**src/rtl/i2s_rx.sv**
```systemverilog
// I2S receiver: oversamples sck/ws/sd in the clk domain and delivers one
// left-justified stereo pair per frame with a single-cycle valid strobe.
module i2s_rx #(
  parameter int unsigned DATA_W      = 24,
  parameter int unsigned MAX_SLOT    = 32,
  parameter int unsigned SYNC_STAGES = 2
) (
  input  logic              clk,
  input  logic              rst,
  input  logic              sck,
  input  logic              ws,
  input  logic              sd,
  output logic [DATA_W-1:0] left_data,
  output logic [DATA_W-1:0] right_data,
  output logic              sample_valid,
  output logic              frame_err
);

  // Counter must hold MAX_SLOT+1 (the saturation / overrun value).
  localparam int unsigned CNT_W = $clog2(MAX_SLOT + 2);
  localparam int unsigned IDX_W = $clog2(DATA_W);
  localparam logic [CNT_W-1:0] CNT_SAT  = CNT_W'(MAX_SLOT + 1);
  localparam logic [CNT_W-1:0] CNT_DATA = CNT_W'(DATA_W);

  typedef enum logic [1:0] {
    ST_SYNC,
    ST_LEFT,
    ST_RIGHT
  } state_t;

  logic [SYNC_STAGES-1:0] sck_sync;
  logic [SYNC_STAGES-1:0] ws_sync;
  logic [SYNC_STAGES-1:0] sd_sync;
  logic                   sck_d;

  state_t             state;
  logic [DATA_W-1:0]  shreg;
  logic [DATA_W-1:0]  hold;
  logic [CNT_W-1:0]   cnt;
  logic               ws_last;

  logic               sck_s;
  logic               ws_s;
  logic               sd_s;
  logic               sck_rise;
  logic               boundary;
  logic [IDX_W-1:0]   bit_idx;
  logic [CNT_W-1:0]   cnt_inc;
  logic [DATA_W-1:0]  word_c;

  // Input synchronizers plus the delayed sck copy used for edge detection.
  always_ff @(posedge clk or posedge rst) begin
    if (rst) begin
      sck_sync <= '0;
      ws_sync  <= '0;
      sd_sync  <= '0;
      sck_d    <= 1'b0;
    end else begin
      sck_sync <= SYNC_STAGES'({sck_sync, sck});
      ws_sync  <= SYNC_STAGES'({ws_sync, ws});
      sd_sync  <= SYNC_STAGES'({sd_sync, sd});
      sck_d    <= sck_s;
    end
  end

  // Edge detect, boundary detect and the word as it stands including this edge's bit.
  always_comb begin
    sck_s    = sck_sync[SYNC_STAGES-1];
    ws_s     = ws_sync[SYNC_STAGES-1];
    sd_s     = sd_sync[SYNC_STAGES-1];
    sck_rise = sck_s & ~sck_d;
    boundary = ws_s ^ ws_last;
    cnt_inc  = (cnt == CNT_SAT) ? cnt : cnt + CNT_W'(1);
    bit_idx  = IDX_W'(DATA_W - 1) - IDX_W'(cnt);
    word_c   = shreg;
    if (cnt < CNT_DATA) begin
      word_c[bit_idx] = sd_s;
    end
  end

  // Framing FSM: bit capture, word commit on ws change, overrun recovery.
  always_ff @(posedge clk or posedge rst) begin
    if (rst) begin
      state        <= ST_SYNC;
      shreg        <= '0;
      hold         <= '0;
      cnt          <= '0;
      ws_last      <= 1'b0;
      left_data    <= '0;
      right_data   <= '0;
      sample_valid <= 1'b0;
      frame_err    <= 1'b0;
    end else begin
      sample_valid <= 1'b0;
      frame_err    <= 1'b0;
      if (sck_rise) begin
        if (boundary) begin
          // The bit on a ws change is the last bit of the ending word.
          shreg   <= '0;
          cnt     <= '0;
          ws_last <= ws_s;
          unique case (state)
            ST_SYNC: begin
              if (!ws_s) begin
                state <= ST_LEFT;
              end
            end
            ST_LEFT: begin
              hold  <= word_c;
              state <= ST_RIGHT;
            end
            ST_RIGHT: begin
              left_data    <= hold;
              right_data   <= word_c;
              sample_valid <= 1'b1;
              state        <= ST_LEFT;
            end
            default: begin
              state <= ST_SYNC;
            end
          endcase
        end else begin
          shreg <= word_c;
          cnt   <= cnt_inc;
          // Slot overran without a ws change: drop the frame and resync.
          if ((state != ST_SYNC) && (cnt_inc == CNT_SAT)) begin
            frame_err <= 1'b1;
            hold      <= '0;
            state     <= ST_SYNC;
          end
        end
      end
    end
  end

endmodule

```
**config.mk**
```make
export PLATFORM = sky130hd
export DESIGN_NAME = i2s_rx
export DESIGN_NICKNAME = d
export VERILOG_FILES = /design/src/rtl/i2s_rx.sv
export SDC_FILE = /design/constraint.sdc
export NUM_CORES = 1
export LEC_CHECK = 0
export CAP_MARGIN = 25
export CORE_ASPECT_RATIO = 1.5
export CORE_UTILIZATION = 31
export CTS_BUF_LIST = sky130_fd_sc_hd__clkbuf_4 sky130_fd_sc_hd__clkbuf_8
export DETAILED_ROUTE_END_ITERATION = 10
export GPL_ROUTABILITY_DRIVEN = 0
export GPL_TIMING_DRIVEN = 1
export PLACE_DENSITY = 0.53
export SYNTH_ARGS = -nofsm -noshare
export SYNTH_HDL_FRONTEND = slang
export SYNTH_SLANG_ARGS = --single-unit
```
**constraint.sdc**
```tcl
create_clock -name clk -period 4.57 [get_ports clk]
set_input_delay 0.914 -clock clk [delete_from_list [all_inputs] [get_ports clk]]
set_output_delay 0.914 -clock clk [all_outputs]
set_load 0.01 [all_outputs]
```
==> impl_results.html, run 1 <==
<table>
<tr><th>Metric</th><th>Value</th></tr>
<tr><th colspan="2">Die</th></tr>
<tr><td>DIE AREA</td><td>0.01641 sq mm</td></tr>
<tr><td>Die extent in y</td><td>about 160 um</td></tr>
<tr><td>Core region area</td><td>0.01555 sq mm</td></tr>
<tr><td>Total I/O pin count</td><td>55</td></tr>
<tr><td>DIE WIDTH</td><td>104.9 um</td></tr>
<tr><td>Initial Utilization</td><td>31.67%</td></tr>
<tr><td>Standard-cell row count</td><td>between 50 and 60</td></tr>
<tr><th colspan="2">Clocking</th></tr>
<tr><td>CTS tree</td><td>built</td></tr>
<tr><td>Maximum root-to-sink buffer count</td><td>2</td></tr>
<tr><td>Number of buffers inserted for hold repair after clock tree synthesis</td><td>0</td></tr>
<tr><td>Total of cells resized after clock tree synthesis</td><td>0</td></tr>
<tr><td>Buffer cell driving the clock tree root</td><td>sky130_fd_sc_hd__clkbuf_8</td></tr>
<tr><td>Number of clock buffers inserted by TritonCTS</td><td>17</td></tr>
<tr><td>Clock tree sinks</td><td>114</td></tr>
<tr><td>H-tree depth reported by CTS</td><td>4</td></tr>
<tr><td>Clock latency of the later-clocked register in the worst-skew pair</td><td>around 420 ps</td></tr>
<tr><td>Clock-pin slew on the worst setup and hold paths</td><td>70 ps</td></tr>
<tr><td>Post-CTS Setup Repair Bufs</td><td>0</td></tr>
<tr><th colspan="2">Setup path</th></tr>
<tr><td>Required @ worst endpoint</td><td>4920 ps</td></tr>
<tr><td>Biggest fanout along the worst timing path</td><td>between 40 and 50</td></tr>
<tr><td>Register-to-Register Setup Slack</td><td>1850 ps</td></tr>
<tr><td>Path type of the worst setup path</td><td>register to register</td></tr>
<tr><td>Critical Path Start Type</td><td>register</td></tr>
<tr><td>Endpoint kind of the worst setup timing path</td><td>register</td></tr>
<tr><td>Data arrival at the endpoint of the critical path</td><td>between 3000 and 4000 ps</td></tr>
<tr><th colspan="2">Power and ir drop</th></tr>
<tr><td>P per Cell Area</td><td>approximately 590 mW/mm^2</td></tr>
<tr><td>Comb pwr share</td><td>26.9%</td></tr>
<tr><td>Worst IR drop on VDD</td><td>0.2376 mV</td></tr>
<tr><td>Psw</td><td>1102 uW</td></tr>
<tr><td>Switching Fraction</td><td>a little under a third</td></tr>
<tr><td>Internal Pwr Total</td><td>about 2500 uW</td></tr>
<tr><td>Part of the total power dissipated in sequential elements</td><td>between 40 and 50%</td></tr>
<tr><td>Clock network fraction of design power</td><td>31.7%</td></tr>
<tr><td>Total leakage power</td><td>around 0.0028 uW</td></tr>
<tr><th colspan="2">Yosys</th></tr>
<tr><td>EDFF count, synth</td><td>0</td></tr>
<tr><td>Mean post-synth cell area</td><td>about 10 sq um</td></tr>
<tr><td>Sequential-to-total area share from yosys stat</td><td>57.91%</td></tr>
<tr><td>Area of the mapped netlist</td><td>slightly below 0.005 sq mm</td></tr>
<tr><td>Yosys top cell area share</td><td>between 50% and 60%</td></tr>
<tr><td>Number of flip-flops and latches in the synthesized netlist</td><td>114</td></tr>
<tr><td>Most used flip-flop cell after synthesis</td><td>sky130_fd_sc_hd__dfrtp_1</td></tr>
<tr><td>Post-Syn Instances</td><td>490</td></tr>
<tr><td>Count of synthesis-stage warnings from yosys</td><td>0</td></tr>
<tr><td>Post-synthesis net count</td><td>500</td></tr>
<tr><td>Fraction of synthesis flops using an asynchronous set or reset pin</td><td>100.0%</td></tr>
<tr><td>Unique cell type count in the Yosys netlist</td><td>43</td></tr>
<tr><td>Cell type contributing the most total cell area after synthesis</td><td>sky130_fd_sc_hd__dfrtp_1</td></tr>
<tr><td>Top post-synthesis cells by area</td><td>sky130_fd_sc_hd__dfrtp_1 58%, sky130_fd_sc_hd__nand2_1 11%, sky130_fd_sc_hd__o21ai_0 5.8%, sky130_fd_sc_hd__mux2i_1 5.5%, sky130_fd_sc_hd__a211oi_2 5.1%</td></tr>
<tr><th colspan="2">Final layout</th></tr>
<tr><td>Antenna fix cells</td><td>0</td></tr>
<tr><td>Net count, final</td><td>545</td></tr>
<tr><td>Number of standard cells in the final layout excluding fillers</td><td>751</td></tr>
<tr><td>Post-synthesis to final-layout area growth</td><td>23.29%</td></tr>
<tr><td>Number of fill cells</td><td>1574</td></tr>
<tr><td>Fraction of final layout cells with drive strength greater than 1</td><td>between 10% and 20%</td></tr>
<tr><th colspan="2">STA</th></tr>
<tr><td>Headroom to the max-slew limit</td><td>43.34%</td></tr>
<tr><td>Max Freq</td><td>about 370 MHz</td></tr>
<tr><td>Period minus WS final</td><td>2719 ps</td></tr>
<tr><td>Worst hold margin</td><td>roughly 350 ps</td></tr>
<tr><td>Max-slew violation total from the final report</td><td>0</td></tr>
<tr><td>Number of setup violations in the final report</td><td>0</td></tr>
<tr><td>Slew at the pin closest to its max-slew limit</td><td>849.9 ps</td></tr>
<tr><td>Total negative slack for setup checks</td><td>0 ps</td></tr>
<tr><td>Hold Fails Final Rpt</td><td>0</td></tr>
<tr><td>Setup repair after global routing missed its margin</td><td>no</td></tr>
<tr><td>Crit share post-route</td><td>59.50%</td></tr>
<tr><td>Worst Clk Skew</td><td>10.97 ps</td></tr>
<tr><th colspan="2">Drt</th></tr>
<tr><td>Vias per std cell</td><td>4.646</td></tr>
<tr><td>Count of nets left with antenna violations after detail routing</td><td>0</td></tr>
<tr><td>Detailed Route WL</td><td>11240 um</td></tr>
<tr><td>DRC viols</td><td>0</td></tr>
<tr><td>Total via count in the routed design</td><td>3489</td></tr>
<tr><td>Final routed wire length divided by cell count</td><td>14.97 um</td></tr>
<tr><td>First-iteration detailed-routing DRC count</td><td>around 200</td></tr>
<tr><td>Number of optimization iterations in the first detailed-route pass</td><td>4</td></tr>
<tr><th colspan="2">GRT</th></tr>
<tr><td>Wire length of the first global-routing pass</td><td>19080 um</td></tr>
<tr><td>Most crowded layer after global routing</td><td>met2</td></tr>
<tr><td>Combined global-route utilization of all metal layers</td><td>between 10% and 20%</td></tr>
<tr><td>Number of antenna violations at the first check in global routing</td><td>0</td></tr>
<tr><td>Overflow left after global routing</td><td>0</td></tr>
<tr><td>GR met2 Demand/Resource</td><td>about a quarter</td></tr>
<tr><td>Largest net degree at the start of global routing</td><td>~60</td></tr>
<tr><td>Vias in the first global route</td><td>3633</td></tr>
<tr><td>Met3 layer usage reported by global route</td><td>3.374%</td></tr>
<tr><td>Met1 usage</td><td>18.42%</td></tr>
<tr><th colspan="2">Placement</th></tr>
<tr><td>Count of placed standard cells including taps</td><td>around 720</td></tr>
<tr><td>Port Buffer Count</td><td>54</td></tr>
<tr><td>Detailed placer's ending HPWL</td><td>roughly 7300 um</td></tr>
<tr><th colspan="2">Outcome</th></tr>
<tr><td>Result of the run</td><td>finished, final reports clean</td></tr>
<tr><th colspan="2">Run</th></tr>
<tr><td>Maximum capacitance violations</td><td>0</td></tr>
<tr><th colspan="2">Worst hold path</th></tr>
<tr><td>Path class of the lowest-slack min-delay path</td><td>register to register</td></tr>
</table>
power by group through the flow:
stage,Combinational [uW],Sequential (uW),Clock [uW]
finish,960,1480,1130
global route,1070,1520,1200
CTS,973,1480,1160
detailed placement,971,1490,0
global placement,944,1500,0
floorplan,565,1490,0
layer usage:
metal	routed length [um]	vias to the layer above
met3	275	16
met1	5042	1708
li1	-	1714
met5	0	-
met4	202	0
met2	5722	51
sequential cells by signal, indices dropped and copies added (netlist names):
signal	count
sd_sync	2
ws_sync	2
sample_valid	1
right_data	24
shreg	24
cnt	6
frame_err	1
state	2
left_data	24
sck_d	1
sck_sync	2
ws_last	1
hold	24
path summary, 6_finish.rpt:
| check | from | end | cells past startpoint |
|---|---|---|---|
| max | ws_sync[1]$_DFF_PP0_ | left_data[19]$_DFFE_PP0P_ | 5 |
| min | sck_sync[0]$_DFF_PP0_ | sck_sync[1]$_DFF_PP0_ | 0 |
| max reg2reg | ws_sync[1]$_DFF_PP0_ | left_data[19]$_DFFE_PP0P_ | 5 |
| min reg2reg | sck_sync[0]$_DFF_PP0_ | sck_sync[1]$_DFF_PP0_ | 0 |
| max in group asynchronous | rst | right_data[22]$_DFFE_PP0P_ | 3 |
| min in group asynchronous | rst | right_data[6]$_DFFE_PP0P_ | 2 |
area by class of cell:
class / instances / area (sq um) / share of cell area [%]
clock inverter: 9 / 175.2 / 2.884
inverter: 10 / 40.04 / 0.6593
tap: 203 / 254.0 / 4.182
clock buffer: 23 / 304.0 / 5.006
timing repair buffer: 59 / 590.6 / 9.724
sequential: 114 / 2853 / 46.97
multi-input combinational: 333 / 1857 / 30.57
cells in the final DEF, fill, tap and decap left out, drive strengths merged, types with 2 or more instances in the layout:
cell type / synthesis / layout
xnor2: 2 / 2
nand3: 6 / 6
mux2i: 27 / 27
nand2b: 2 / 2
o21ai: 57 / 57
and3: 3 / 3
nor3: 2 / 2
clkbuf: 17 / 23
nor3b: 3 / 3
clkinvlp: 0 / 2
a21o: 2 / 2
buf: 16 / 5
and2: 4 / 4
inv: 10 / 10
a21oi: 6 / 6
o22ai: 2 / 2
dfrtp: 114 / 114
clkinv: 0 / 2
nand2: 149 / 149
nor2: 29 / 29
and4: 2 / 2
bufinv: 0 / 5
clkdlybuf4s50: 0 / 54
ha: 5 / 5
a211oi: 23 / 23
metrics by stage:
stage | utilization (%) | total power (uW) | setup slack (ps) | cell area (sq um)
floorplan | - | 2053 | 640.3 | 4926
global placement | 35.83 | 2441 | 1871 | 5574
detailed placement | 35.83 | 2463 | 1836 | 5574
CTS | 38.92 | 3610 | 1813 | 6053
global route | 39.04 | 3792 | 1658 | 6073
finish | 39.04 | 3570 | 1851 | 6073
cells by family (layout without fill, tap and decap cells):
logic type / after synthesis / after routing / synth area share, %
xor+xnor: 2 / 2 / 0.3557
mux: 27 / 27 / 5.486
buf+inv: 43 / 101 / 4.445
simple gates: 205 / 205 / 17.35
flops: 114 / 114 / 57.91
compound gates: 94 / 94 / 13.18
fa+ha+maj: 5 / 5 / 1.270
critical path: stages (launching register included):
cell and delay (ps):
sky130_fd_sc_hd__dfrtp_1 380, sky130_fd_sc_hd__ha_1 410, sky130_fd_sc_hd__or4_2 1110, sky130_fd_sc_hd__inv_2 520, sky130_fd_sc_hd__nand2_1 120, sky130_fd_sc_hd__nand2_1 80
synthesized netlist by cell type (3+ instances only):
master                     instances
sky130_fd_sc_hd__a21oi_1           5
sky130_fd_sc_hd__nand2_1         148
sky130_fd_sc_hd__nand3_1           6
sky130_fd_sc_hd__clkbuf_1         17
sky130_fd_sc_hd__buf_2             9
sky130_fd_sc_hd__nor2_1           29
sky130_fd_sc_hd__mux2i_1          27
sky130_fd_sc_hd__ha_1              5
sky130_fd_sc_hd__buf_4             3
sky130_fd_sc_hd__a211oi_1          3
sky130_fd_sc_hd__inv_1             9
sky130_fd_sc_hd__and2_1            3
sky130_fd_sc_hd__a211oi_2         20
sky130_fd_sc_hd__nor3b_1           3
sky130_fd_sc_hd__dfrtp_1         114
sky130_fd_sc_hd__o21ai_0          57
Note: power is estimated with default switching activity, not from simulation.
==> inputs of run 2 (changes only) <==
--- a/config.mk
+++ b/config.mk
@@ -12,7 +12,7 @@
 export DETAILED_ROUTE_END_ITERATION = 10
 export GPL_ROUTABILITY_DRIVEN = 0
 export GPL_TIMING_DRIVEN = 1
-export PLACE_DENSITY = 0.53
+export PLACE_DENSITY = 0.55
 export SYNTH_ARGS = -nofsm -noshare
 export SYNTH_HDL_FRONTEND = slang
 export SYNTH_SLANG_ARGS = --single-unit
==> constraint.sdc (replaced) <==
create_clock -name clk -period 2.43 [get_ports clk]
set_input_delay 0.486 -clock clk [delete_from_list [all_inputs] [get_ports clk]]
set_output_delay 0.486 -clock clk [all_outputs]
set_load 0.01 [all_outputs]
==> impl_results.html, run 2 (synthesized netlist as in run 1, its figures left out) <==
<table>
<tr><th>Metric</th><th>Value</th></tr>
<tr><th colspan="2">STA</th></tr>
<tr><td>Hold Fails Final Rpt</td><td>0</td></tr>
<tr><td>Setup repair after global routing missed its margin</td><td>no</td></tr>
<tr><td>Max-slew violation total from the final report</td><td>0</td></tr>
<tr><td>Total negative slack for setup checks</td><td>0 ps</td></tr>
<tr><td>Worst Clk Skew</td><td>14.42 ps</td></tr>
<tr><td>Max Freq</td><td>roughly 460 MHz</td></tr>
<tr><td>Headroom to the max-slew limit</td><td>roughly 45%</td></tr>
<tr><td>Slew at the pin closest to its max-slew limit</td><td>approximately 830 ps</td></tr>
<tr><td>Period minus WS final</td><td>2152 ps</td></tr>
<tr><td>Minimum setup slack in the final design</td><td>277.6 ps</td></tr>
<tr><td>Number of setup violations in the final report</td><td>0</td></tr>
<tr><td>Crit share post-route</td><td>88.58%</td></tr>
<tr><th colspan="2">Power and ir drop</th></tr>
<tr><td>Psw</td><td>2062 uW</td></tr>
<tr><td>Clock network fraction of design power</td><td>28.9%</td></tr>
<tr><td>Total leakage power</td><td>0.002802 uW</td></tr>
<tr><td>Internal Pwr Total</td><td>4446 uW</td></tr>
<tr><td>Comb pwr share</td><td>roughly 28%</td></tr>
<tr><td>Switching Fraction</td><td>31.68%</td></tr>
<tr><td>Final total power</td><td>6508 uW</td></tr>
<tr><td>P per Cell Area</td><td>1060 mW/mm^2</td></tr>
<tr><td>Worst IR drop on VDD</td><td>0.4167 mV</td></tr>
<tr><td>Part of the total power dissipated in sequential elements</td><td>42.7%</td></tr>
<tr><th colspan="2">Clocking</th></tr>
<tr><td>CTS tree</td><td>built</td></tr>
<tr><td>Number of buffers inserted for hold repair after clock tree synthesis</td><td>0</td></tr>
<tr><td>H-tree depth reported by CTS</td><td>4</td></tr>
<tr><td>Maximum root-to-sink buffer count</td><td>2</td></tr>
<tr><td>Post-CTS Setup Repair Bufs</td><td>0</td></tr>
<tr><td>Clock-pin slew on the worst setup and hold paths</td><td>approximately 70 ps</td></tr>
<tr><td>Number of clock buffers inserted by TritonCTS</td><td>17</td></tr>
<tr><td>Buffer cell driving the clock tree root</td><td>sky130_fd_sc_hd__clkbuf_8</td></tr>
<tr><td>Clock tree sinks</td><td>114</td></tr>
<tr><td>Clock latency of the later-clocked register in the worst-skew pair</td><td>440 ps</td></tr>
<tr><td>Total of cells resized after clock tree synthesis</td><td>0</td></tr>
<tr><th colspan="2">Outcome</th></tr>
<tr><td>Result of the run</td><td>finished, final reports clean</td></tr>
<tr><th colspan="2">GRT</th></tr>
<tr><td>Wire length of the first global-routing pass</td><td>18830 um</td></tr>
<tr><td>Overflow left after global routing</td><td>0</td></tr>
<tr><td>Largest net degree at the start of global routing</td><td>between 50 and 60</td></tr>
<tr><td>Number of antenna violations at the first check in global routing</td><td>0</td></tr>
<tr><td>Vias in the first global route</td><td>about 3700</td></tr>
<tr><td>Combined global-route utilization of all metal layers</td><td>14.96%</td></tr>
<tr><th colspan="2">Setup path</th></tr>
<tr><td>Required @ worst endpoint</td><td>2730 ps</td></tr>
<tr><td>Critical Path Start Type</td><td>register</td></tr>
<tr><td>Data arrival at the endpoint of the critical path</td><td>approximately 2500 ps</td></tr>
<tr><td>Path type of the worst setup path</td><td>register to register</td></tr>
<tr><td>Biggest fanout along the worst timing path</td><td>31</td></tr>
<tr><td>Endpoint kind of the worst setup timing path</td><td>register</td></tr>
<tr><th colspan="2">Drt</th></tr>
<tr><td>Detailed Route WL</td><td>between 10000 and 15000 um</td></tr>
<tr><td>DRC viols</td><td>0</td></tr>
<tr><td>Number of optimization iterations in the first detailed-route pass</td><td>4</td></tr>
<tr><td>Final routed wire length divided by cell count</td><td>14.98 um</td></tr>
<tr><td>Total via count in the routed design</td><td>3628</td></tr>
<tr><td>First-iteration detailed-routing DRC count</td><td>~220</td></tr>
<tr><td>Count of nets left with antenna violations after detail routing</td><td>0</td></tr>
<tr><td>Vias per std cell</td><td>4.780</td></tr>
<tr><th colspan="2">Die</th></tr>
<tr><td>DIE AREA</td><td>0.01641 sq mm</td></tr>
<tr><td>Die extent in y</td><td>~160 um</td></tr>
<tr><td>Core region area</td><td>0.01555 sq mm</td></tr>
<tr><td>Total I/O pin count</td><td>55</td></tr>
<tr><td>DIE WIDTH</td><td>104.9 um</td></tr>
<tr><td>Standard-cell row count</td><td>56</td></tr>
<tr><td>Initial Utilization</td><td>31.67%</td></tr>
<tr><th colspan="2">Run</th></tr>
<tr><td>Maximum capacitance violations</td><td>0</td></tr>
<tr><th colspan="2">Placement</th></tr>
<tr><td>Place WS</td><td>274.8 ps</td></tr>
<tr><td>Detailed placer's ending HPWL</td><td>7622 um</td></tr>
<tr><td>Post-detailed-placement cell area</td><td>between 0.005 and 0.006 sq mm</td></tr>
<tr><td>Port Buffer Count</td><td>54</td></tr>
<tr><th colspan="2">Final layout</th></tr>
<tr><td>Fraction of final layout cells with drive strength greater than 1</td><td>13.49%</td></tr>
<tr><td>Post-synthesis to final-layout area growth</td><td>24.61%</td></tr>
<tr><td>Net count, final</td><td>554</td></tr>
<tr><td>Commonest cells after routing, fill and taps aside</td><td>148 x sky130_fd_sc_hd__nand2_1, 114 x sky130_fd_sc_hd__dfrtp_1, 57 x sky130_fd_sc_hd__o21ai_0, 54 x sky130_fd_sc_hd__clkdlybuf4s50_1, 29 x sky130_fd_sc_hd__nor2_1</td></tr>
<tr><td>Antenna fix cells</td><td>0</td></tr>
<tr><td>Number of fill cells</td><td>around 1600</td></tr>
<tr><td>Post-route cell area</td><td>0.006138 sq mm</td></tr>
<tr><td>Leading cell type in the layout, fill and taps excluded</td><td>sky130_fd_sc_hd__nand2_1</td></tr>
<tr><th colspan="2">Worst hold path</th></tr>
<tr><td>Path class of the lowest-slack min-delay path</td><td>register to register</td></tr>
</table>
[run 2: stage by stage]
step	hold slack, ps	util (%)	std cells
finish	356.6	39.46	759
CTS	358.5	39.46	759
global route	374.0	39.46	759
detailed placement	338.0	36.73	728
floorplan	331.2	-	490
global placement	339.6	36.73	728
[run 2: area by class of cell]
cell class / count / area, sq um / area share, %
tap: 203 / 254.0 / 4.138
inverter: 10 / 41.29 / 0.6726
clock inverter: 9 / 128.9 / 2.099
timing repair buffer: 68 / 708.2 / 11.54
sequential: 114 / 2853 / 46.47
multi-input combinational: 333 / 1857 / 30.25
clock buffer: 22 / 296.5 / 4.831
[run 2: power groups by stage]
stage	logic, uW	registers (uW)	clock network (uW)
after detailed placement	1880	2800	0
final	1850	2780	1880
after global placement	1830	2790	0
after global routing	2060	2840	2020
after floorplan	1060	2800	0
after CTS	1880	2780	1920
[run 2: worst max-delay path, cell delays in order (launching register included)]
cell and delay [ps]:
sky130_fd_sc_hd__dfrtp_1 380, sky130_fd_sc_hd__ha_1 420, sky130_fd_sc_hd__or4_2 780, sky130_fd_sc_hd__buf_4 270
sky130_fd_sc_hd__nand2_1 100, sky130_fd_sc_hd__o21ai_0 70
[run 2: final timing paths]
kind / endpoint / startpoint / slack [ps] / depth (start not counted)
min in group asynchronous: hold[16]$_DFFE_PP0P_ / rst / 460 / 2
min reg2reg: sck_sync[1]$_DFF_PP0_ / sck_sync[0]$_DFF_PP0_ / 360 / 0
max: right_data[13]$_DFFE_PP0P_ / ws_sync[1]$_DFF_PP0_ / 280 / 5
max reg2reg: right_data[13]$_DFFE_PP0P_ / ws_sync[1]$_DFF_PP0_ / 280 / 5
min: sck_sync[1]$_DFF_PP0_ / sck_sync[0]$_DFF_PP0_ / 360 / 0
max in group asynchronous: shreg[15]$_DFFE_PP0P_ / rst / 1360 / 3
[run 2: layer usage]
layer	vias to the layer above	share of wire [%]	global-route usage, %
met5	-	0	0
met4	0	2.2	7.378
met3	18	3.4	3.374
met2	76	51	25.39
met1	1798	44	17.86
li1	1736	-	-
==> inputs of run 3 (changes only) <==
--- a/config.mk
+++ b/config.mk
@@ -6,13 +6,13 @@
 export NUM_CORES = 1
 export LEC_CHECK = 0
 export CAP_MARGIN = 25
-export CORE_ASPECT_RATIO = 1.5
 export CORE_UTILIZATION = 31
 export CTS_BUF_LIST = sky130_fd_sc_hd__clkbuf_4 sky130_fd_sc_hd__clkbuf_8
 export DETAILED_ROUTE_END_ITERATION = 10
 export GPL_ROUTABILITY_DRIVEN = 0
 export GPL_TIMING_DRIVEN = 1
-export PLACE_DENSITY = 0.55
+export PLACE_DENSITY = 0.49
 export SYNTH_ARGS = -nofsm -noshare
 export SYNTH_HDL_FRONTEND = slang
 export SYNTH_SLANG_ARGS = --single-unit
+export TNS_END_PERCENT = 10
==> impl_results.html, run 3 (synthesized netlist as in run 1, its figures left out) <==
<table>
<tr><th>Metric</th><th>Value</th></tr>
<tr><th colspan="2">Outcome</th></tr>
<tr><td>Result of the run</td><td>finished, final reports clean</td></tr>
<tr><th colspan="2">Clocking</th></tr>
<tr><td>Maximum root-to-sink buffer count</td><td>2</td></tr>
<tr><td>Buffer cell driving the clock tree root</td><td>sky130_fd_sc_hd__clkbuf_8</td></tr>
<tr><td>Post-CTS Setup Repair Bufs</td><td>0</td></tr>
<tr><td>H-tree depth reported by CTS</td><td>4</td></tr>
<tr><td>Clock latency of the later-clocked register in the worst-skew pair</td><td>about 440 ps</td></tr>
<tr><td>Clock-pin slew on the worst setup and hold paths</td><td>70 ps</td></tr>
<tr><td>Total of cells resized after clock tree synthesis</td><td>0</td></tr>
<tr><td>CTS tree</td><td>built</td></tr>
<tr><td>Clock tree sinks</td><td>114</td></tr>
<tr><td>Number of buffers inserted for hold repair after clock tree synthesis</td><td>0</td></tr>
<tr><td>Number of clock buffers inserted by TritonCTS</td><td>17</td></tr>
<tr><th colspan="2">Power and ir drop</th></tr>
<tr><td>Total leakage power</td><td>0.002813 uW</td></tr>
<tr><td>P per Cell Area</td><td>1070 mW/mm^2</td></tr>
<tr><td>Worst IR drop on VDD</td><td>0.4911 mV</td></tr>
<tr><th colspan="2">STA</th></tr>
<tr><td>Total negative slack for setup checks</td><td>0 ps</td></tr>
<tr><td>Worst Clk Skew</td><td>~8.6 ps</td></tr>
<tr><td>Hold Fails Final Rpt</td><td>0</td></tr>
<tr><td>Setup repair after global routing missed its margin</td><td>no</td></tr>
<tr><td>Max Freq</td><td>482.6 MHz</td></tr>
<tr><td>Crit share post-route</td><td>85.27%</td></tr>
<tr><td>Headroom to the max-slew limit</td><td>between 50% and 60%</td></tr>
<tr><td>Number of setup violations in the final report</td><td>0</td></tr>
<tr><td>Slew at the pin closest to its max-slew limit</td><td>609.2 ps</td></tr>
<tr><td>Worst hold margin</td><td>270.6 ps</td></tr>
<tr><td>Period minus WS final</td><td>2072 ps</td></tr>
<tr><td>Max-slew violation total from the final report</td><td>0</td></tr>
<tr><th colspan="2">Setup path</th></tr>
<tr><td>Endpoint kind of the worst setup timing path</td><td>register</td></tr>
<tr><td>Number of buffers and inverters on the critical path</td><td>1</td></tr>
<tr><td>Crit-path cells</td><td>ha_1 -&gt; or4_2 -&gt; buf_4 -&gt; nand2_1 -&gt; o21ai_0</td></tr>
<tr><td>Family with the most delay on the worst path</td><td>simple AND/OR/NAND/NOR gates</td></tr>
<tr><td>Slowest cell on the critical path</td><td>sky130_fd_sc_hd__or4_2</td></tr>
<tr><td>Data arrival at the endpoint of the critical path</td><td>2380 ps</td></tr>
<tr><td>Largest stage delay on the critical path</td><td>810 ps</td></tr>
<tr><td>Path type of the worst setup path</td><td>register to register</td></tr>
<tr><td>Biggest fanout along the worst timing path</td><td>24</td></tr>
<tr><td>Critical Path Start Type</td><td>register</td></tr>
<tr><td>Required @ worst endpoint</td><td>2740 ps</td></tr>
<tr><th colspan="2">Drt</th></tr>
<tr><td>Total via count in the routed design</td><td>3611</td></tr>
<tr><td>Count of nets left with antenna violations after detail routing</td><td>0</td></tr>
<tr><td>Number of optimization iterations in the first detailed-route pass</td><td>4</td></tr>
<tr><td>Vias per std cell</td><td>between 4 and 5</td></tr>
<tr><td>Final routed wire length divided by cell count</td><td>14.94 um</td></tr>
<tr><td>First-iteration detailed-routing DRC count</td><td>212</td></tr>
<tr><td>Detailed Route WL</td><td>11530 um</td></tr>
<tr><td>DRC viols</td><td>0</td></tr>
<tr><th colspan="2">Run</th></tr>
<tr><td>Maximum capacitance violations</td><td>0</td></tr>
<tr><th colspan="2">GRT</th></tr>
<tr><td>Combined global-route utilization of all metal layers</td><td>around 15%</td></tr>
<tr><td>Number of antenna violations at the first check in global routing</td><td>0</td></tr>
<tr><td>Vias in the first global route</td><td>3612</td></tr>
<tr><td>Largest net degree at the start of global routing</td><td>45</td></tr>
<tr><td>Overflow left after global routing</td><td>0</td></tr>
<tr><td>Wire length of the first global-routing pass</td><td>approximately 19000 um</td></tr>
<tr><th colspan="2">Final layout</th></tr>
<tr><td>Fraction of final layout cells with drive strength greater than 1</td><td>14.26%</td></tr>
<tr><td>Net count, final</td><td>558</td></tr>
<tr><td>Number of fill cells</td><td>roughly 1500</td></tr>
<tr><td>Fraction of the core area covered by cells at the end of the flow</td><td>40.15%</td></tr>
<tr><td>Commonest cells after routing, fill and taps aside</td><td>148 x sky130_fd_sc_hd__nand2_1, 114 x sky130_fd_sc_hd__dfrtp_1, 57 x sky130_fd_sc_hd__o21ai_0, 54 x sky130_fd_sc_hd__clkdlybuf4s50_1, 29 x sky130_fd_sc_hd__nor2_1</td></tr>
<tr><td>Leading cell type in the layout, fill and taps excluded</td><td>sky130_fd_sc_hd__nand2_1</td></tr>
<tr><td>Post-route cell area</td><td>0.006172 sq mm</td></tr>
<tr><td>Antenna fix cells</td><td>0</td></tr>
<tr><td>Post-synthesis to final-layout area growth</td><td>25.30%</td></tr>
<tr><th colspan="2">Die</th></tr>
<tr><td>Die extent in y</td><td>128.1 um</td></tr>
<tr><td>Core region area</td><td>0.01537 sq mm</td></tr>
<tr><td>DIE WIDTH</td><td>between 100 and 150 um</td></tr>
<tr><td>Total I/O pin count</td><td>55</td></tr>
<tr><td>Standard-cell row count</td><td>45</td></tr>
<tr><td>DIE AREA</td><td>around 0.016 sq mm</td></tr>
<tr><td>Initial Utilization</td><td>32.05%</td></tr>
<tr><th colspan="2">Placement</th></tr>
<tr><td>Detailed placer's ending HPWL</td><td>7373 um</td></tr>
<tr><td>Post-detailed-placement cell area</td><td>0.005728 sq mm</td></tr>
<tr><td>Port Buffer Count</td><td>54</td></tr>
<tr><th colspan="2">Worst hold path</th></tr>
<tr><td>Path class of the lowest-slack min-delay path</td><td>input port to async pin</td></tr>
</table>
## run 3: changes by cell type in the layout (fill, tap and decap cells not counted), sizes merged
cell | previous run | this run
inv | 9 | 10
buf | 14 | 18
clkbuf | 22 | 19
clkinvlp | 3 | 5
bufinv | 3 | 4
## run 3: layout make-up
cell class,instances,area (sq um),area share [%]
timing repair buffer,72,713.2,11.55
tap,211,264.0,4.277
clock inverter,13,182.7,2.960
multi-input combinational,333,1857,30.08
sequential,114,2853,46.22
clock buffer,19,261.5,4.237
inverter,10,41.29,0.6690
## run 3: path summary, 6_finish.rpt
check | from | depth (start not counted) | endpoint | slack [ps]
max in group asynchronous | rst | 3 | cnt[4]$_DFFE_PP0P_ | 1410
max | ws_sync[1]$_DFF_PP0_ | 5 | right_data[9]$_DFFE_PP0P_ | 360
min in group clk | sd_sync[0]$_DFF_PP0_ | 0 | sd_sync[1]$_DFF_PP0_ | 350
max reg2reg | ws_sync[1]$_DFF_PP0_ | 5 | right_data[9]$_DFFE_PP0P_ | 360
min | rst | 2 | hold[0]$_DFFE_PP0P_ | 270
min reg2reg | sd_sync[0]$_DFF_PP0_ | 0 | sd_sync[1]$_DFF_PP0_ | 350
## run 3: per-layer routing
metal | part of all wire, % | track usage, % | routed length (um) | up-vias
li1 | - | - | - | 1748
met1 | 48 | 20.19 | 5522 | 1773
met2 | 46 | 23.75 | 5291 | 73
met3 | 4.5 | 4.174 | 519 | 17
met4 | 1.7 | 6.159 | 198 | 0
met5 | 0 | 0 | 0 | -
## run 3: power by group
group | internal, uW | total, uW | switching (uW) | leakage [uW]
registers | 2410 | 2740 | 333 | 0.00150
logic | 917 | 1880 | 959 | 0.00110
clock network | 1170 | 1990 | 816 | 0.000214
## run 3: stage by stage
stage                     setup slack, ps  std cells  total power, uW
after global routing                167.2        772             7009
after detailed placement            342.7        740             4659
final                               357.9        772             6602
after floorplan                     507.1        490             3862
after CTS                           330.7        772             6687
after global placement              361.2        740             4626
